### config.mk
export PLATFORM = sky130hd
export DESIGN_NAME = cond_unit
export DESIGN_NICKNAME = d
export VERILOG_FILES = /design/src/rtl/arm_pkg.sv /design/src/rtl/cond_check.sv /design/src/rtl/cond_unit.sv
export SDC_FILE = /design/constraint.sdc
export NUM_CORES = 1
export LEC_CHECK = 0
export CAP_MARGIN = 25
export CORE_AREA = 5 5 68 58
export DETAILED_ROUTE_END_ITERATION = 10
export DIE_AREA = 0 0 73 63
export PLACE_DENSITY = 0.71
export SETUP_SLACK_MARGIN = 0.3
export SYNTH_ARGS = -nofsm -noshare
export SYNTH_HDL_FRONTEND = slang
export SYNTH_SLANG_ARGS = --single-unit
### constraint.sdc
create_clock -name clk -period 5.6 [get_ports clk]
set_input_delay 0.56 -clock clk [delete_from_list [all_inputs] [get_ports clk]]
set_output_delay 0.56 -clock clk [all_outputs]
set_load 0.01 [all_outputs]
### src/rtl/arm_pkg.sv
// Shared ARMv4 datapath definitions: condition codes, NZCV bit positions and
// the FlagW encoding used between decoder, ALU and the conditional unit.
package arm_pkg;

  typedef enum logic [3:0] {
    COND_EQ = 4'b0000,
    COND_NE = 4'b0001,
    COND_CS = 4'b0010,
    COND_CC = 4'b0011,
    COND_MI = 4'b0100,
    COND_PL = 4'b0101,
    COND_VS = 4'b0110,
    COND_VC = 4'b0111,
    COND_HI = 4'b1000,
    COND_LS = 4'b1001,
    COND_GE = 4'b1010,
    COND_LT = 4'b1011,
    COND_GT = 4'b1100,
    COND_LE = 4'b1101,
    COND_AL = 4'b1110,
    COND_NV = 4'b1111
  } cond_e;

  localparam int FLAG_N = 3;
  localparam int FLAG_Z = 2;
  localparam int FLAG_C = 1;
  localparam int FLAG_V = 0;

  // FlagW bit positions and full encodings
  localparam int FLAGW_NZ_BIT = 1;
  localparam int FLAGW_CV_BIT = 0;

  localparam logic [1:0] FLAGW_NONE = 2'b00;
  localparam logic [1:0] FLAGW_CV   = 2'b01;
  localparam logic [1:0] FLAGW_NZ   = 2'b10;
  localparam logic [1:0] FLAGW_ALL  = 2'b11;

endpackage

### src/rtl/cond_check.sv
// Combinational ARM condition evaluator: (condition field, NZCV) -> pass/fail.
// Kept standalone so the branch-predictor checker can share it.
module cond_check
  import arm_pkg::*;
(
  input  logic [3:0] i_cond,
  input  logic [3:0] i_flags,
  output logic       o_cond_ex
);

  logic w_n;
  logic w_z;
  logic w_c;
  logic w_v;
  logic w_ge;

  assign w_n  = i_flags[FLAG_N];
  assign w_z  = i_flags[FLAG_Z];
  assign w_c  = i_flags[FLAG_C];
  assign w_v  = i_flags[FLAG_V];
  assign w_ge = (w_n == w_v);

  always_comb begin
    o_cond_ex = 1'b0;
    case (cond_e'(i_cond))
      COND_EQ: o_cond_ex = w_z;
      COND_NE: o_cond_ex = ~w_z;
      COND_CS: o_cond_ex = w_c;
      COND_CC: o_cond_ex = ~w_c;
      COND_MI: o_cond_ex = w_n;
      COND_PL: o_cond_ex = ~w_n;
      COND_VS: o_cond_ex = w_v;
      COND_VC: o_cond_ex = ~w_v;
      COND_HI: o_cond_ex = w_c & ~w_z;
      COND_LS: o_cond_ex = ~w_c | w_z;
      COND_GE: o_cond_ex = w_ge;
      COND_LT: o_cond_ex = ~w_ge;
      COND_GT: o_cond_ex = ~w_z & w_ge;
      COND_LE: o_cond_ex = w_z | ~w_ge;
      COND_AL: o_cond_ex = 1'b1;
      COND_NV: o_cond_ex = 1'b0;
      default: o_cond_ex = 1'b0;
    endcase
  end

endmodule

### src/rtl/cond_unit.sv
// Conditional-execution unit: holds architectural NZCV, gates write enables
// on the condition result and counts condition-failed instructions.
module cond_unit
  import arm_pkg::*;
#(
  parameter logic [3:0] RESET_FLAGS = 4'b0000,
  parameter int         CNT_W       = 16
) (
  input  logic             clk,
  input  logic             reset,
  input  logic             valid,
  input  logic             stall,
  input  logic [3:0]       Cond,
  input  logic [3:0]       ALUFlags,
  input  logic [1:0]       FlagW,
  input  logic             PCS,
  input  logic             RegW,
  input  logic             MemW,
  input  logic             NoWrite,
  input  logic             clr_count,
  output logic             CondEx,
  output logic             PCSrc,
  output logic             RegWrite,
  output logic             MemWrite,
  output logic [3:0]       Flags,
  output logic [CNT_W-1:0] skip_count
);

  localparam logic [CNT_W-1:0] CNT_ONE = CNT_W'(1);

  logic [3:0]       r_flags;
  logic [CNT_W-1:0] r_skip_cnt;

  logic w_cond_ex;
  logic w_step;
  logic w_upd;
  logic w_skip;
  logic w_cnt_max;

  // Decode sees only the registered flags; no forwarding of ALUFlags.
  cond_check u_cond_check (
    .i_cond    (Cond),
    .i_flags   (r_flags),
    .o_cond_ex (w_cond_ex)
  );

  assign w_step    = valid & ~stall;
  assign w_upd     = w_step & w_cond_ex;
  assign w_skip    = w_step & ~w_cond_ex;
  assign w_cnt_max = &r_skip_cnt;

  always_ff @(posedge clk) begin
    if (reset) begin
      r_flags <= RESET_FLAGS;
    end else begin
      if (w_upd & FlagW[FLAGW_NZ_BIT]) begin
        r_flags[FLAG_N] <= ALUFlags[FLAG_N];
        r_flags[FLAG_Z] <= ALUFlags[FLAG_Z];
      end
      if (w_upd & FlagW[FLAGW_CV_BIT]) begin
        r_flags[FLAG_C] <= ALUFlags[FLAG_C];
        r_flags[FLAG_V] <= ALUFlags[FLAG_V];
      end
    end
  end

  // Saturating skip counter; a clear beats a same-cycle increment.
  always_ff @(posedge clk) begin
    if (reset) begin
      r_skip_cnt <= '0;
    end else if (clr_count) begin
      r_skip_cnt <= '0;
    end else if (w_skip && !w_cnt_max) begin
      r_skip_cnt <= r_skip_cnt + CNT_ONE;
    end
  end

  // Enables are deliberately not qualified by valid/stall.
  assign CondEx     = w_cond_ex;
  assign PCSrc      = PCS & w_cond_ex;
  assign RegWrite   = RegW & w_cond_ex & ~NoWrite;
  assign MemWrite   = MemW & w_cond_ex;
  assign Flags      = r_flags;
  assign skip_count = r_skip_cnt;

endmodule
---- Word-level counts from Yosys, hierarchy flattened ----
Cells that the tools add are included.
storage, ports and cells
  register bits after elaboration ......... 20
  logic and storage cells ................. 47
cells by class
  bitwise operators ....................... 21
  add/subtract/negate cells ............... 1
  eq/ne operators ......................... 16
  multiplexer cells ....................... 1
  reduce and logical (&&, ||, !) cells .... 5
operators with widths
  cell                   number
  $eq 4x4->1 const B     8
  $add 16x1->16 const B  1
  $eq 4x3->1 const B     4
  $pmux 1 s16            1
  $reduce_and 16->1      1
  $and 1x1->1            11
  $eq 4x2->1 const B     2
  $not 1->1              8
  $eq 4x1->1 const B     1
  $logic_not 4->1        1
  $or 1x1->1             2
  $reduce_or 2->1        1
  $eq 1x1->1             1
  $logic_and 1x1->1      1
  $logic_not 1->1        1

---- Longest topological paths before layout ----
  word-level depth ........................ 7
  depth in mapped cells ................... 8

---- By module ----
A second synthesis with hierarchy kept.
second synthesis, totals
  cells, all modules ...................... 144
  area, all modules ....................... 1,134.8 sq um
by module, submodules not included
  module      cells each  area each (sq um)  seq. area each (sq um)  instances
  cond_unit   121         979.7              400.4                   1
  cond_check  23          155.1              0.0                     1

---- Worst setup path after synthesis ----
No wires, ideal clock.
  kind .................................... input to output
  start point ............................. input port Cond[1]
  end point ............................... output port RegWrite
  buffers on the path ..................... 2
  data required time ...................... 5.040 ns
  cell stages on the path ................. 7
  arrival time ............................ 2.036 ns
  slack ................................... 3.004 ns
  cells stage by stage .................... mux2i_1 mux2i_1 o211ai_1 a221o_1 buf_6 clkbuf_1 and3b_1
on the way
  longest elaborated chain between the ends .. 4
RTL lines
  item                                      line              source
  start: declaration                        cond_unit.sv:13   input logic [3:0] Cond,
  $eq 4x4->1, or another cell as far along  cond_check.sv:25  case (cond_e'(i_cond))
  $pmux 1 s16 (*)                           cond_check.sv:25
  net CondEx                                cond_unit.sv:21   output logic CondEx,
  $and 1x1->1 (*) (2 in a row)              cond_unit.sv:81   assign RegWrite = RegW & w_cond_ex & ~NoWrite;
  end: declaration                          cond_unit.sv:23   output logic RegWrite,
The timed path passes the listed nets; every way through them passes the cells marked *.

---- Worst setup path after layout ----
  start point ............................. input port Cond[2]
  end point ............................... output port RegWrite
on the way
  longest elaborated chain between the ends .. 4
RTL lines
  item                                      line
  $eq 4x4->1, or another cell as far along  cond_check.sv:25
  $pmux 1 s16 (*)                           cond_check.sv:25
  $and 1x1->1 (*) (2 in a row)              cond_unit.sv:81
Every way passes the cells marked *; elsewhere a longest branch is shown, timed or not.

==> out/qor.yml <==
synthesis:
  synth_edf_count: 0
  yosysWarnings: 0
  seq_area_frac_synth_pct: 33.2
  synthFlopType: "dfxtp_1"
  synth_cell_type_count: 33
  synth_seq_cells: 20
  synth_cells: 152
  syn-num-nets: 172
  syn-cell-area_um2: 1210
  synthArstFlopShare_pct: 0
  synth.avg_cell_area_um2: 7.94
floorplan:
  initial_core_util_pct: 37.3
  die_w_um: 73
  die_h_um: 63
  ios: 43
  core_region_area_um2: 3230
  placementRows: 19
  die_area_um2: 4600
clock_tree:
  cts.htree.levels: 1
  ctsRootBufferMaster: "clkbuf_8"
  cts_hold_buf: 0
  cts_resized: 0
  cts_setup_buffers: 0
  insertion_delay_ns: 0.25
  path_clk_slew_ns: 0.07
  cts_tree: "built"
  cts.sinks: 20
  clock_path_buffers: 2
  cts_inserted_buffers: 3
layout:
  seq_area_um2: 400
  drive_gt1_share_pct: 2.11
  final_util_pct: 52.2
  area_growth_pct: 39.8
  multiInputGateArea_um2: 761
  antenna_cells: 0
  fillers: 309
  finalNetCount: 212
worst_setup_path:
  crit_type: "primary input to output pin"
  critPathCaptureType: "output pin"
  start_kind: "primary input"
  arrival_ns: 3.33
  critPathMaxFanout: 36
  critPathRequiredTime_ns: 5.04
  worst_r2r_path_depth: 6
route:
  ant_nets: 0
  drc_errors: 0
  vias: 1307
  drt_wl_total_um: 3380
  firstDrtPassIters: 4
  avgRoutedWirePerCell_um: 14.6
  drt_iter0_drc: 74
  avgViaCountPerCell: 5.63
timing:
  post-route-period-util_pct: 69.5
  worstMarginPinSlew_ns: 1.01
  rsz0062_at_grt: "false"
  fin_crit_ns: 3.89
  finalSetupTns_ns: 0
  slew_violations: 0
  maxSlewHeadroom_pct: 32.3
  worst_slack_ns: 1.71
  final-hold-violation-count: 0
  fmax_mhz: 257
  setup_viol: 0
  fin_skew_ns: 0.00574
run_status:
  status: "completed"
worst_hold_path:
  hold_path_depth: 2
  hold_path.class: "flip-flop to flip-flop"
power:
  irDropWorstVdd_mv: 0.116
  p_leak_nw: 0.563
  p_per_area_nw_per_um2: 170
grt:
  met2_usage_pct: 25.7
  top_usage_layer: "met2"
  grt_pass1_vias: 1262
  grt_usage_pct: 15.3
  grt_max_degree: 37
  met1_usage_pct: 19.0
  grt_util_met3_pct: 4.50
  grt_first_pass_wirelength_um: 5690
  grt_antenna_before_repair: 0
  grt_overflow_total: 0
job:
  maxCapViolations: 0
placed_design:
  place_congestion: 0.780
  numPortBuffers: 42
  dpl.hpwl_um: 2510
  post-place-ws_ns: 1.74
## layout make-up
cell class              count  share of cell area [%]
multi-input cells         122                    45.1
clock buffers               3                    2.45
repair buffers             42                    24.9
flip-flops and latches     20                    23.7
inverters                   3                   0.668
well taps                  42                    3.12
## cell usage after synthesis, types with 2 or more instances
cell | n | area [um^2]
dfxtp_1 | 20 | 400
a21oi_1 | 13 | 65.1
o31ai_1 | 5 | 37.5
and3b_1 | 2 | 17.5
mux2i_1 | 8 | 80.1
nand2_1 | 9 | 33.8
o21ai_0 | 8 | 40.0
or3_1 | 10 | 62.6
xor2_1 | 3 | 26.3
nand2b_1 | 9 | 56.3
nor3_1 | 4 | 20.0
or4_1 | 4 | 30.0
and3_1 | 9 | 56.3
clkbuf_1 | 5 | 18.8
and2_1 | 2 | 12.5
inv_1 | 3 | 11.3
nand4_1 | 3 | 18.8
o211ai_1 | 5 | 37.5
nor2_1 | 6 | 22.5
nand3_1 | 11 | 55.1
## registers in the layout (all words and copies together), names as in the netlist
| register | cells |
|---|---|
| Flags | 4 |
| skip_count | 16 |
## routing by layer
layer  vias to the layer above  wire length [um]  part of all wire [%]
li1                        646                 -                     -
met1                       622              1480                    44
met2                        37              1660                    49
met3                         2               217                   6.4
met4                         0                25                  0.74
met5                         -                 0                     0
## cell families (layout without fill, tap and decap cells)
logic type               after synthesis  in the layout  synth area share [%]
AND/OR/NAND/NOR                       74             74                  34.8
AO/OA/AOI/OAI                         36             36                  18.5
flip-flops                            20             20                  33.2
buffers and inverters                 10             48                  3.73
multiplexers                           8              8                  6.64
XOR/XNOR                               3              3                  2.18
adder cells (fa/ha/maj)                1              1                  1.04
## critical path, cell delays in order
cell and delay [ns]:
clkdlybuf4s50_1 0.59, xor2_1 0.18, a22oi_1 0.11, o211ai_1 0.21
a221o_1 0.86, and3b_1 0.28, clkdlybuf4s50_1 0.54
## power by group
| part | switching, mW | internal (mW) | total, mW |
|---|---|---|---|
| logic | 0.0252 | 0.0255 | 0.0507 |
| registers | 0.00152 | 0.143 | 0.145 |
| clock network | 0.0439 | 0.0478 | 0.0917 |
## path summary, 6_finish.rpt
path,slack [ns],end,start
worst max-delay path,1.71,RegWrite,Cond[2]
worst min-delay path,0.50,skip_count[8],skip_count[8]
worst max register to register,3.06,skip_count[15],Flags[0]
worst min register to register,0.50,skip_count[8],skip_count[8]
## through the flow
step	power, mW	std cells	hold slack [ns]	area, um^2
floorplan	0.174	152	0.504	1210
global placement	0.196	229	0.475	1650
detailed placement	0.198	229	0.496	1650
CTS	0.290	232	0.509	1690
global route	0.302	232	0.542	1690
finish	0.287	232	0.505	1690
## placed cells by master (no fill, tap or decap), types with 2 or more instances in the layout
cell             count
a21oi_1             13
and2_1               2
and3_1               9
and3b_1              2
clkbuf_8             3
clkdlybuf4s50_1     42
dfxtp_1             20
inv_1                3
mux2i_1              8
nand2_1              9
nand2b_1             9
nand3_1             11
nand4_1              3
nor2_1               6
nor3_1               4
o211ai_1             5
o21ai_0              8
o31ai_1              5
or3_1               10
or4_1                4
xor2_1               3
No activity file was read; power rests on OpenSTA's default activity.
